## src/rtl/mc_pkg.sv

```systemverilog
// Shared types and encodings for the multicycle main controller.
package mc_pkg;

  typedef enum logic [2:0] {
    S_IDLE   = 3'd0,
    S_FETCH  = 3'd1,
    S_DECODE = 3'd2,
    S_EXEC   = 3'd3,
    S_MEM    = 3'd4,
    S_WB     = 3'd5,
    S_HALT   = 3'd6
  } state_t;

  localparam logic [3:0] OP_ADDI = 4'h8;
  localparam logic [3:0] OP_LW   = 4'h9;
  localparam logic [3:0] OP_SW   = 4'hA;
  localparam logic [3:0] OP_BEQ  = 4'hB;
  localparam logic [3:0] OP_JMP  = 4'hC;
  localparam logic [3:0] OP_HALT = 4'hF;

  localparam logic [2:0] ALU_ADD = 3'd0;
  localparam logic [2:0] ALU_SUB = 3'd1;

  localparam logic [1:0] PC_INC = 2'd0;
  localparam logic [1:0] PC_BR  = 2'd1;
  localparam logic [1:0] PC_JMP = 2'd2;

  function automatic logic [15:0] sext4(input logic [3:0] v);
    return {{12{v[3]}}, v};
  endfunction

endpackage

```

## src/rtl/mc_decode.sv

```systemverilog
// IR field extraction and instruction class decode.
module mc_decode
  import mc_pkg::*;
(
  input  logic [15:0] ir,
  output logic [3:0]  rd,
  output logic [3:0]  rs,
  output logic [3:0]  rt,
  output logic [15:0] imm,
  output logic [2:0]  alu_fn,
  output logic        use_imm,
  output logic        is_rtype,
  output logic        is_addi,
  output logic        is_lw,
  output logic        is_sw,
  output logic        is_mem,
  output logic        is_branch,
  output logic        is_jmp,
  output logic        is_halt,
  output logic        is_illegal
);

  logic [3:0] op;

  assign op  = ir[15:12];
  assign rd  = ir[11:8];
  assign rs  = ir[7:4];
  assign rt  = ir[3:0];
  assign imm = sext4(ir[3:0]);

  assign is_rtype   = ~op[3];
  assign is_addi    = (op == OP_ADDI);
  assign is_lw      = (op == OP_LW);
  assign is_sw      = (op == OP_SW);
  assign is_mem     = is_lw | is_sw;
  assign is_branch  = (op == OP_BEQ);
  assign is_jmp     = (op == OP_JMP);
  assign is_halt    = (op == OP_HALT);
  assign is_illegal = (op == 4'hD) | (op == 4'hE);
  assign use_imm    = is_addi | is_mem;

  // BEQ compares by subtraction; address and ADDI math are adds.
  always_comb begin
    alu_fn = ALU_ADD;
    if (is_rtype)
      alu_fn = op[2:0];
    else if (is_branch)
      alu_fn = ALU_SUB;
  end

endmodule

```

## src/rtl/mc_ctrl.sv

```systemverilog
// Multicycle main controller: IR, state sequencing and datapath controls.
module mc_ctrl
  import mc_pkg::*;
(
  input  logic        clk,
  input  logic        rst,
  input  logic [15:0] instr,
  input  logic        mem_rdy,
  input  logic        alu_zero,
  output logic [3:0]  read1,
  output logic [3:0]  read2,
  output logic [3:0]  read3,
  output logic [3:0]  rwr,
  output logic        wen,
  output logic        wb_sel,
  output logic [2:0]  alu_op,
  output logic        alu_src_imm,
  output logic [15:0] imm,
  output logic        mem_rd,
  output logic        mem_wr,
  output logic        ir_load,
  output logic        pc_write,
  output logic [1:0]  pc_src,
  output logic        halted,
  output logic        illegal
);

  state_t      state;
  logic [15:0] ir;
  logic [3:0]  f_rd, f_rs, f_rt;
  logic [15:0] f_imm;
  logic [2:0]  alu_fn;
  logic        use_imm;
  logic        is_rtype, is_addi, is_lw, is_sw, is_mem;
  logic        is_branch, is_jmp, is_halt, is_illegal;
  logic        live;

  mc_decode u_dec (
    .ir         (ir),
    .rd         (f_rd),
    .rs         (f_rs),
    .rt         (f_rt),
    .imm        (f_imm),
    .alu_fn     (alu_fn),
    .use_imm    (use_imm),
    .is_rtype   (is_rtype),
    .is_addi    (is_addi),
    .is_lw      (is_lw),
    .is_sw      (is_sw),
    .is_mem     (is_mem),
    .is_branch  (is_branch),
    .is_jmp     (is_jmp),
    .is_halt    (is_halt),
    .is_illegal (is_illegal)
  );

  always_ff @(posedge clk or posedge rst) begin
    if (rst) begin
      state <= S_IDLE;
      ir    <= '0;
    end else begin
      unique case (state)
        S_IDLE: state <= S_FETCH;
        S_FETCH:
          if (mem_rdy) begin
            ir    <= instr;
            state <= S_DECODE;
          end
        S_DECODE:
          if (is_halt)         state <= S_HALT;
          else if (is_illegal) state <= S_FETCH;
          else                 state <= S_EXEC;
        S_EXEC:
          if (is_rtype || is_addi) state <= S_WB;
          else if (is_mem)         state <= S_MEM;
          else                     state <= S_FETCH;
        S_MEM:
          if (mem_rdy) state <= is_lw ? S_WB : S_FETCH;
        S_WB:   state <= S_FETCH;
        S_HALT: state <= S_HALT;
        default: state <= S_IDLE;
      endcase
    end
  end

  // Register-file addresses and imm are silenced only in IDLE and HALT.
  assign live = (state != S_IDLE) && (state != S_HALT);

  always_comb begin
    read1       = live ? f_rs  : '0;
    read2       = live ? f_rt  : '0;
    read3       = live ? f_rd  : '0;
    rwr         = live ? f_rd  : '0;
    imm         = live ? f_imm : '0;
    wen         = 1'b0;
    wb_sel      = 1'b0;
    alu_op      = '0;
    alu_src_imm = 1'b0;
    mem_rd      = 1'b0;
    mem_wr      = 1'b0;
    ir_load     = 1'b0;
    pc_write    = 1'b0;
    pc_src      = PC_INC;
    halted      = 1'b0;
    illegal     = 1'b0;
    unique case (state)
      S_FETCH: begin
        mem_rd = 1'b1;
        if (mem_rdy) begin
          ir_load  = 1'b1;
          pc_write = 1'b1;
          pc_src   = PC_INC;
        end
      end
      S_DECODE: illegal = is_illegal;
      S_EXEC: begin
        alu_op      = alu_fn;
        alu_src_imm = use_imm;
        if (is_branch) begin
          pc_write = alu_zero;
          pc_src   = PC_BR;
        end else if (is_jmp) begin
          pc_write = 1'b1;
          pc_src   = PC_JMP;
        end
      end
      S_MEM: begin
        mem_rd = is_lw;
        mem_wr = is_sw;
        wb_sel = is_lw;
      end
      S_WB: begin
        wen    = 1'b1;
        wb_sel = is_lw;
      end
      S_HALT: halted = 1'b1;
      default: ;
    endcase
  end

endmodule

```

## config.mk

```make
export PLATFORM = sky130hd
export DESIGN_NAME = mc_ctrl
export DESIGN_NICKNAME = d
export VERILOG_FILES = /design/src/rtl/mc_pkg.sv /design/src/rtl/mc_decode.sv /design/src/rtl/mc_ctrl.sv
export SDC_FILE = /design/constraint.sdc
export NUM_CORES = 1
export LEC_CHECK = 0
export BUFFER_PORTS_ARGS = -buffer_cell sky130_fd_sc_hd__buf_4
export CAP_MARGIN = 5
export CORE_MARGIN = 1.5
export CORE_UTILIZATION = 42
export CTS_CLUSTER_SIZE = 16
export DETAILED_ROUTE_END_ITERATION = 10
export PLACE_DENSITY = 0.75
export SYNTH_ARGS = -nofsm -noshare
export SYNTH_HDL_FRONTEND = slang
export SYNTH_SLANG_ARGS = --single-unit
```

## constraint.sdc

```tcl
create_clock -name clk -period 2 [get_ports clk]
set_input_delay 0.2 -clock clk [delete_from_list [all_inputs] [get_ports clk]]
set_output_delay 0.2 -clock clk [all_outputs]
set_load 0.05 [all_outputs]
```

==> run metrics <==
DP Worst Slack=0.1073 ns; Critical Path AT=1.72 ns; Netlist cell types=36; post-route insts no fill=210; Layout Nets=200; grt ovf=0; CTS tree=done; FF+latch count, synth=19; final cycle utilization of the critical path=0.9613; PortBufs=65; top cell family by delay on the critical path=simple AND/OR/NAND/NOR gates; number of antenna violations at the first check in global routing=0; crit-path max FO=10; die area=0.003404 mm2; FFs w/ async S/R, synth=1.000; slowest CP cell=dfrtp_1; Worst slew margin=0.5318; Mapped Area=0.001286 mm2; max frequency=0.5201 GHz; core box area=0.002829 mm2; Tot GR Track Use=0.1653; Post-Place Cells=194; dpl hpwl=2096 um; DR vias=1,051; vias in the first global route=974; Min Clock Period, post-route=1.923 ns; sequential-to-total area share from yosys stat=0.3696; Clock Pin Slew Worst Setup and Hold Paths=0.10 ns; setup TNS=0 ns; clock buffer depth=2; drt total wl=2815 um; fraction of layout cells with a size suffix above 1=0.6369; drc violations=0; CP Launch Type=flip-flop; number of diodes=0; largest net degree at the start of global routing=20; Chip Height=58.34 um; Final Max Tran Viols=0; I/O pin count=66; initial core utilization=0.4547; DR iter-0 viols=7; # setup viols final=0; Hold WC Path Type=input port to async pin; # fillers=225; antenna viol nets, final=0; routed wire length per instance=13.40 um; Syn Nets=141; yosys warns=0; num rows=19; Top FF cell, synth=dfrtp_1; PnR worst setup slack=0.07733 ns; drt via density=5.005; P&R area growth vs syn=42.22%; CTS HTree Levels=1; Inserted Clock Buffers=3; Crit Path Class=flip-flop to output pin; gpl congestion=0.9391; outcome=completed; TritonCTS Sinks=19; first-pass GRT wire length=4381 um; slew of the pin with the lowest slew margin=0.7015 ns; Pre-antenna DRT Iters=4; Die X=58.34 um; Post-Syn Instances=121; Critical Path RT=1.80 ns; cells along the critical path=buf_4 > and2b_2 > nand2_4 > nor4_4 > buf_6; Syn Area/Cell=10.63 um2; Worst Clk Skew=0.004490 ns; EDFF count, synth=0; worst skew pair latency=0.30 ns; max_cap viols=0; critical path endpoint category=output pin; CP bufs+invs=2; slowest cell delay on critical path=0.40 ns; final hold vios=0; unrepaired setup endpoints after global routing=no; Root Buffer=clkbuf_4
-- cell type report --
type	instances	area [um2]	share of cell area
clock buffers	4	26.28	0.01436
inverters	3	11.26	0.006156
multi-input cells	71	655.6	0.3584
flip-flops and latches	19	478.0	0.2613
well taps	31	38.79	0.02120
repair buffers	82	619.3	0.3386
-- metrics by stage --
stage | instance area [um2] | util | hold WS [ns]
after floorplan | 1316 | - | 0.1511
after global placement | 1673 | 0.5913 | 0.3481
after detailed placement | 1673 | 0.5913 | 0.3522
after CTS | 1703 | 0.6019 | 0.02522
after global routing | 1829 | 0.6466 | 0.05697
final | 1829 | 0.6466 | 0.002662
-- metal layers --
metal	wire (um)	GRT usage	vias to the layer above
li1	-	-	513
met1	1072	0.1898	498
met2	1570	0.3146	36
met3	132	0.02857	4
met4	39	0.03987	0
met5	0	0	-
-- synth_stat cells, drive strengths merged (3+ instances only) --
master,number,area (um2)
mux2,16,180.2
buf,28,207.7
nor2,4,31.28
nor2b,12,75.07
nand2,3,11.26
dfrtp,19,475.5
nand2b,5,41.29
o22ai,3,18.77
nor3b,3,27.52
inv,3,11.26
nor3,4,20.02
-- cell families after synthesis --
kind of cell    after synthesis  share of synthesized area
mux                          16                     0.1401
buf+inv                      31                     0.1702
compound gates               12                    0.06809
flops                        19                     0.3697
xor+xnor                      2                    0.01946
simple gates                 41                     0.2325
-- timing repair --
item	4_1_cts	5_1_grt
setup buffers	0	12
hold buffers	0	0
gates cloned	0	0
endpoints found under the setup margin	33	18
pin swaps	0	2
resized for setup	2	9
-- flip-flops by register name, indices dropped and copies added (netlist names) --
signal  cells
ir         16
state       3
-- path summary, 6_finish.rpt --
| kind | startpoint | end | slack (ns) | cells after the start |
|---|---|---|---|---|
| worst max-delay path | state[2] | pc_src[1] | 0.08 | 5 |
| worst min-delay path | rst | ir[1] | 0.003 | 2 |
| worst max register to register | state[1] | ir[1] | 0.33 | 5 |
| worst min register to register | ir[1] | ir[1] | 0.49 | 1 |
| max in group asynchronous | rst | ir[12] | 1.50 | 2 |
| min in group clk | instr[0] | ir[0] | 0.11 | 2 |
-- cells in the final DEF, fill, tap and decap left out, types with 3 or more instances in the layout --
master and instances:
nor3b_2 3, mux2_2 11, nand2b_1 3, clkbuf_4 3, nor3_1 4, buf_4 81
inv_1 3, mux2_1 5, nor2b_1 11, dfrtp_1 17, o22ai_1 3
Power is not shown: default switching activity piles up to over one toggle a cycle in this logic, so the estimate is an artifact.
